`src/rtl/agnus_sprite_dma_sequencer_pkg.sv`:
```
// Shared types and register map for the Agnus sprite DMA sequencer.
// Addresses are byte addresses; the register bus carries bits [8:1].
package agnus_sprite_dma_sequencer_pkg;

   typedef enum logic [1:0] {
      SPR_IDLE,
      SPR_FETCH_CTL,
      SPR_WAIT_START,
      SPR_ACTIVE
   } spr_state_e;

   localparam int NUM_SPRITES = 8;
   localparam int NUM_SLOTS   = 16;

   localparam logic [8:0] SPRPT_BASE  = 9'h120;
   localparam logic [8:0] SPRPOS_BASE = 9'h140;
   localparam logic [8:0] NOOP_REG    = 9'h1FE;

   // 16 slots, one every other colour clock
   localparam logic [8:0] SLOT_SPAN = 9'(2 * NUM_SLOTS);

   function automatic logic [7:0] reg_word(input logic [8:0] byte_addr);
      return byte_addr[8:1];
   endfunction

endpackage

```
`src/rtl/agnus_sprite_dma_channel.sv`:
```
// One sprite channel: DMA pointer, vertical start/stop and the per-sprite
// state machine. Slot and CPU-write decode is done by the parent.
module agnus_sprite_dma_channel
   import agnus_sprite_dma_sequencer_pkg::*;
#(
   parameter logic [8:0] VBSTOP = 9'd25
) (
   input  logic        clk,
   input  logic        reset,
   input  logic        clk7_en,
   input  logic        line_start_i,
   input  logic [8:0]  vpos_i,
   input  logic        fetch_i,
   input  logic        word_i,
   input  logic [15:0] data_i,
   input  logic        wr_pth_i,
   input  logic        wr_ptl_i,
   input  logic        wr_pos_i,
   input  logic        wr_ctl_i,
   output spr_state_e  state_o,
   output logic [19:0] pt_o
);

   spr_state_e  state_q;
   logic [19:0] pt_q, pt_d;
   logic [8:0]  vstart_q, vstart_d;
   logic [8:0]  vstop_q, vstop_d;
   logic        ctl_fetch;
   logic        pos_load, ctl_load;

   assign ctl_fetch = fetch_i && (state_q == SPR_FETCH_CTL);
   assign pos_load  = wr_pos_i || (ctl_fetch && !word_i);
   assign ctl_load  = wr_ctl_i || (ctl_fetch && word_i);

   always_comb begin
      pt_d     = pt_q;
      vstart_d = vstart_q;
      vstop_d  = vstop_q;
      // A CPU pointer write suppresses the slot's increment entirely
      if (wr_pth_i || wr_ptl_i) begin
         if (wr_pth_i) pt_d[19:15] = data_i[4:0];
         if (wr_ptl_i) pt_d[14:0]  = data_i[15:1];
      end else if (fetch_i) begin
         pt_d = pt_q + 20'd1;
      end
      if (pos_load) vstart_d[7:0] = data_i[15:8];
      if (ctl_load) begin
         vstop_d[7:0] = data_i[15:8];
         vstart_d[8]  = data_i[2];
         vstop_d[8]   = data_i[1];
      end
   end

   always_ff @(posedge clk) begin
      if (reset) begin
         state_q  <= SPR_IDLE;
         pt_q     <= '0;
         vstart_q <= '0;
         vstop_q  <= '0;
      end else if (clk7_en) begin
         pt_q     <= pt_d;
         vstart_q <= vstart_d;
         vstop_q  <= vstop_d;
         if (line_start_i) begin
            // Stop is tested before start so vstart==vstop never shows data
            if (vpos_i == 9'd0)
               state_q <= SPR_IDLE;
            else if (vpos_i == VBSTOP)
               state_q <= SPR_FETCH_CTL;
            else if ((state_q == SPR_WAIT_START || state_q == SPR_ACTIVE) && vpos_i == vstop_q)
               state_q <= SPR_FETCH_CTL;
            else if (state_q == SPR_WAIT_START && vpos_i == vstart_q)
               state_q <= SPR_ACTIVE;
         end else if (ctl_fetch && word_i) begin
            state_q <= SPR_WAIT_START;
         end
      end
   end

   assign state_o = state_q;
   assign pt_o    = pt_q;

endmodule

```
`src/rtl/agnus_sprite_dma_sequencer.sv`:
```
// Sprite DMA sequencer: decodes the fixed sprite slots, muxes the owning
// channel's request onto the chip bus and decodes CPU pointer/POS/CTL writes.
module agnus_sprite_dma_sequencer
   import agnus_sprite_dma_sequencer_pkg::*;
#(
   parameter logic [8:0] VBSTOP    = 9'd25,
   parameter logic [8:0] SLOT_BASE = 9'h015
) (
   input  logic        clk,
   input  logic        reset,
   input  logic        clk7_en,
   input  logic        cck_en,
   input  logic [8:0]  hpos,
   input  logic [8:0]  vpos,
   input  logic        dmaen,
   input  logic [7:0]  reg_address_in,
   input  logic [15:0] data_in,
   output logic        dma,
   output logic [19:0] address_out,
   output logic [7:0]  reg_address_out
);

   logic [8:0]  slot_off;
   logic        slot_hit;
   logic [2:0]  slot_sprite;
   logic        slot_word;
   logic        line_start;
   spr_state_e  chan_state [NUM_SPRITES];
   logic [19:0] chan_pt    [NUM_SPRITES];
   spr_state_e  cur_state;

   assign slot_off    = hpos - SLOT_BASE;
   assign slot_hit    = cck_en && (hpos >= SLOT_BASE) && (slot_off < SLOT_SPAN) && !slot_off[0];
   assign slot_sprite = slot_off[4:2];
   assign slot_word   = slot_off[1];
   assign line_start  = cck_en && (hpos == 9'd0);

   assign cur_state = chan_state[slot_sprite];
   assign dma = slot_hit && dmaen && (cur_state == SPR_FETCH_CTL || cur_state == SPR_ACTIVE);

   // Denise target: POS/CTL while fetching control, DATA/DATB while active
   always_comb begin
      address_out     = '0;
      reg_address_out = reg_word(NOOP_REG);
      if (dma) begin
         address_out     = chan_pt[slot_sprite];
         reg_address_out = reg_word(SPRPOS_BASE) + {3'b000, slot_sprite, 2'b00}
                         + {6'b000000, (cur_state == SPR_ACTIVE), slot_word};
      end
   end

   generate
      for (genvar gi = 0; gi < NUM_SPRITES; gi++) begin : g_chan
         logic wr_pth, wr_ptl, wr_pos, wr_ctl;
         assign wr_pth = (reg_address_in == reg_word(SPRPT_BASE)  + 8'(2 * gi));
         assign wr_ptl = (reg_address_in == reg_word(SPRPT_BASE)  + 8'(2 * gi + 1));
         assign wr_pos = (reg_address_in == reg_word(SPRPOS_BASE) + 8'(4 * gi));
         assign wr_ctl = (reg_address_in == reg_word(SPRPOS_BASE) + 8'(4 * gi + 1));

         agnus_sprite_dma_channel #(
            .VBSTOP (VBSTOP)
         ) u_chan (
            .clk          (clk),
            .reset        (reset),
            .clk7_en      (clk7_en),
            .line_start_i (line_start),
            .vpos_i       (vpos),
            .fetch_i      (dma && (slot_sprite == 3'(gi))),
            .word_i       (slot_word),
            .data_i       (data_in),
            .wr_pth_i     (wr_pth),
            .wr_ptl_i     (wr_ptl),
            .wr_pos_i     (wr_pos),
            .wr_ctl_i     (wr_ctl),
            .state_o      (chan_state[gi]),
            .pt_o         (chan_pt[gi])
         );
      end
   endgenerate

endmodule

```
`config.mk`:
```
export PLATFORM = sky130hd
export DESIGN_NAME = agnus_sprite_dma_sequencer
export DESIGN_NICKNAME = d
export VERILOG_FILES = /design/src/rtl/agnus_sprite_dma_sequencer_pkg.sv /design/src/rtl/agnus_sprite_dma_channel.sv /design/src/rtl/agnus_sprite_dma_sequencer.sv
export SDC_FILE = /design/constraint.sdc
export NUM_CORES = 1
export LEC_CHECK = 0
export ABC_AREA = 1
export CAP_MARGIN = 20
export CORE_MARGIN = 5
export CORE_UTILIZATION = 60
export CTS_BUF_LIST = sky130_fd_sc_hd__clkbuf_8
export DETAILED_ROUTE_END_ITERATION = 12
export PLACE_DENSITY = 0.78
export SYNTH_ARGS = -nofsm -noshare
export SYNTH_HDL_FRONTEND = slang
export SYNTH_SLANG_ARGS = --single-unit
```
`constraint.sdc`:
```
create_clock -name clk -period 2.85 [get_ports clk]
set_input_delay 0.285 -clock clk [delete_from_list [all_inputs] [get_ports clk]]
set_output_delay 0.285 -clock clk [all_outputs]
set_load 0.05 [all_outputs]
```
==> out/results.ini <==
[power_and_ir_drop]
pwr-share-clk_pct=43.5
p_sw_mw=3.12
power_density_mw_per_mm2=407
combPwrFrac_pct=13.5
vdd_drop_max_mv=0.475
power_mw=10.5
p_leak_nw=11.6
swShare_pct=29.8
internal_power_mw=7.37
power_frac_seq_pct=43.0

[run_status]
run_status=complete, no violations

[grt]
grt_max_degree=94
antenna_found_initial=0
grt_overflow=0
grt_use_total_pct=40.1
grt_pass1_wl_microns=126000
grt_pass1_vias=23200

[synthesis]
ys_top_cells_by_count=nand2_1, nor2_1, dfxtp_1, inv_1, nand3_1
synth_mux_area_share_pct=0
synth.distinct_cells=46
synth_edf_count=0
yosysSeqAreaShare_pct=29.8
syn_avg_cell_area_sq_um=5.96
synth_xor_area_share_pct=5.90
synth_most_common_cell=nand2_1
synth_fa_ha_area_share_pct=0.640
yosys.area_share.simple_pct=39.8
ys_dominant_reg_cell=dfxtp_1
syn_area_sq_mm=0.0215
synth_compound_area_share_pct=14.4
syn_inst=3611
ys_warn_count=0
ys_ff_latch=320
synth_top_family_by_area=simple AND/OR/NAND/NOR gates
synthTopCellsByArea=dfxtp_1, nand2_1, nor2_1
netlist.area_leader.share_pct=29.8
netlist.top_cell.by_area=dfxtp_1
async_flop_share_pct=0

[die]
rows=69
start_util_pct=60.6
dieArea_sq_mm=0.0397
die_w_microns=199
io_pins=76
core_area_sq_mm=0.0355
fp.dieH_microns=199

[sta]
period_minus_slack_ns=2.79
tightest_slew_ns=1.11
setup_violations=0
max_freq_mhz=358
finalMaxSlewViolations=0
hold_viol_final=0
fin_skew_ns=0.0230
rsz0062_at_grt=no
tns_ns=0
relSlewSlack_pct=25.5
post-route-period-util_pct=98.0
fin_ws_ns=0.0573

[drt]
vias_per_cell=5.88
dr.pass1.iters=6
ant_nets=0
drc=0
routedWlPerCell_microns=19.2
vias=25000
drt_iter0_markers=2855
drt-total-wl_microns=81800

[critical_path]
r2r_cells=13
cp.depth=12
slowest_delay_ns=0.34
cpMaxStageDelayCell=dfxtp_2
cp.arrival_ns=2.51
critical_path.most_common_cell=nand2_1
rr_endpoint=g_chan[6].u_chan.pt_o[16]
endpoint_kind=output port
worst-path-buf-inv=3
path_cells=inv_1 > nand2_1 > o21ai_0 > nand2_1 > nand2_1 > nand2_2 > nand2_2 > nor2_4 > buf_4 > o2111ai_1 > o21ai_2 > buf_12
r2r_start=g_chan[6].u_chan.pt_o[1]
critPathLaunchType=flip-flop
worstPathRequired_ns=2.57
path_class=reg2out
critPathMaxFanout=13
path_delay_family=simple AND/OR/NAND/NOR gates
ff2ff_setup_slack_ns=0.53

[clock_network]
clk_pin_slew_worst_paths_ns=0.06
worstSkewPairLatency_ns=0.69
htree_num_levels=2
cts_tree=done
cts_buffer_depth=3
cts-buffers-inserted=57
cts_hold_buf=0
clock-root-buffer=clkbuf_8
cts_sinks=320

[worst_hold_path]
whs_endpoint=g_chan[0].u_chan.vstop_q[3]
hp-start=clk7_en
hp-class=in2reg
whs_path_depth=4

[place]
dp_slack_ns=-0.382
port_buffers=73
globalplace.congestion=1.04
dpl.hpwl_microns=58600

[cells_and_area]
final_nets=3808
fill_cells=3046
synthToLayoutAreaGrowth_pct=19.8
utilization_pct=72.7
drive_gt1_share_pct=11.4

[run]
drv_cap=0

-- kinds of logic after synthesis --
family                     after synthesis
xor gates and xnor gates               144
and+or+nand+nor                       2083
other                                    1
buffers and inverters                  509
DFF                                    320
AOI/OAI and AO/OA                      543
adders and majority gates               11
-- flip-flops by register name, summed over array words and instances, names as in the netlist --
signal	count
g_chan.u_chan.state_o	16
g_chan.u_chan.vstop_q	72
g_chan.u_chan.vstart_q	72
g_chan.u_chan.pt_o	160
-- power groups by stage --
stage / clock network, mW / registers (mW) / logic, mW
final: 4.57 / 4.51 / 1.41
after global placement: 0 / 4.60 / 1.30
after detailed placement: 0 / 4.60 / 1.31
after CTS: 4.57 / 4.51 / 1.35
after floorplan: 0 / 4.60 / 0.711
after global routing: 4.77 / 4.51 / 1.47
-- worst reg2reg max path, delay by kind of cell (launching register included) --
| family | cells | cell delay, ns |
|---|---|---|
| XOR/XNOR | 1 | 0.17 |
| flip-flops | 1 | 0.38 |
| AND/OR/NAND/NOR | 10 | 1.35 |
| adder cells (fa/ha/maj) | 1 | 0.24 |
| buffers and inverters | 1 | 0.08 |
-- worst max-delay path by stage --
stage | start | to | slack, ns
5_1_grt | hpos[0] | address_out[14] | 0.002
2_1_floorplan | hpos[0] | reg_address_out[1] | -0.24
4_1_cts | g_chan[6].u_chan.state_o[0] | address_out[6] | 0.07
3_3_place_gp | hpos[0] | address_out[19] | -0.35
6_report | g_chan[6].u_chan.state_o[0] | address_out[12] | 0.06
3_5_place_dp | hpos[0] | address_out[16] | -0.38
-- cells in the final DEF, fill, tap and decap left out, types with 7 or more instances in the layout --
cell type and n:
a211oi_1 17, a21oi_1 200, a21oi_2 7, buf_12 58, buf_4 179, clkbuf_8 76
clkdlybuf4s50_1 39, clkinv_1 13, dfxtp_1 316, ha_1 10, inv_1 295, inv_2 16
nand2_1 1029, nand2_2 10, nand3_1 242, nand3_2 13, nand4_1 56, nor2_1 628
nor3_1 65, nor4_1 10, o2111ai_1 32, o21ai_0 184, o21ai_1 12, o21ai_2 10
o22ai_1 41, o32ai_4 10, or2_2 10, xnor2_1 26, xor2_1 117
-- what timing repair did --
action	in CTS	in global routing
pin swaps	8	2
gates resized for setup	48	18
endpoints found under the setup margin	21	21
cloned	1	0
endpoints found under the hold margin	0	0
setup buffers	4	1
-- layer usage --
metal / vias up / wire [microns] / global-route usage (%)
met5: - / 0 / 0
met2: 1435 / 36000 / 63.3
met4: 0 / 6400 / 26.6
met1: 11300 / 30900 / 50.2
met3: 394 / 8440 / 7.23
li1: 11900 / - / -
-- metrics by stage --
| step | hold WS (ns) | instance area, sq um | cells |
|---|---|---|---|
| floorplan | 0.420 | 21700 | 3612 |
| global route | 0.224 | 25800 | 4257 |
| CTS | 0.156 | 25700 | 4257 |
| global placement | 0.446 | 24300 | 4147 |
| finish | 0.185 | 25800 | 4259 |
| detailed placement | 0.454 | 24300 | 4147 |
-- final cells by class --
| cell class | count | area (sq um) | share of cell area, % |
|---|---|---|---|
| Tap cell | 461 | 577 | 2.24 |
| Clock inverter | 30 | 156 | 0.607 |
| Timing Repair Buffer | 285 | 3000 | 11.7 |
| Multi-Input combinational cell | 2783 | 13400 | 52.2 |
| Clock buffer | 75 | 1030 | 4.00 |
| Inverter | 303 | 1150 | 4.45 |
| Antenna cell | 2 | 5.00 | 0.0194 |
| Sequential cell | 320 | 6410 | 24.9 |
No activity file was read; power rests on OpenSTA's default activity.
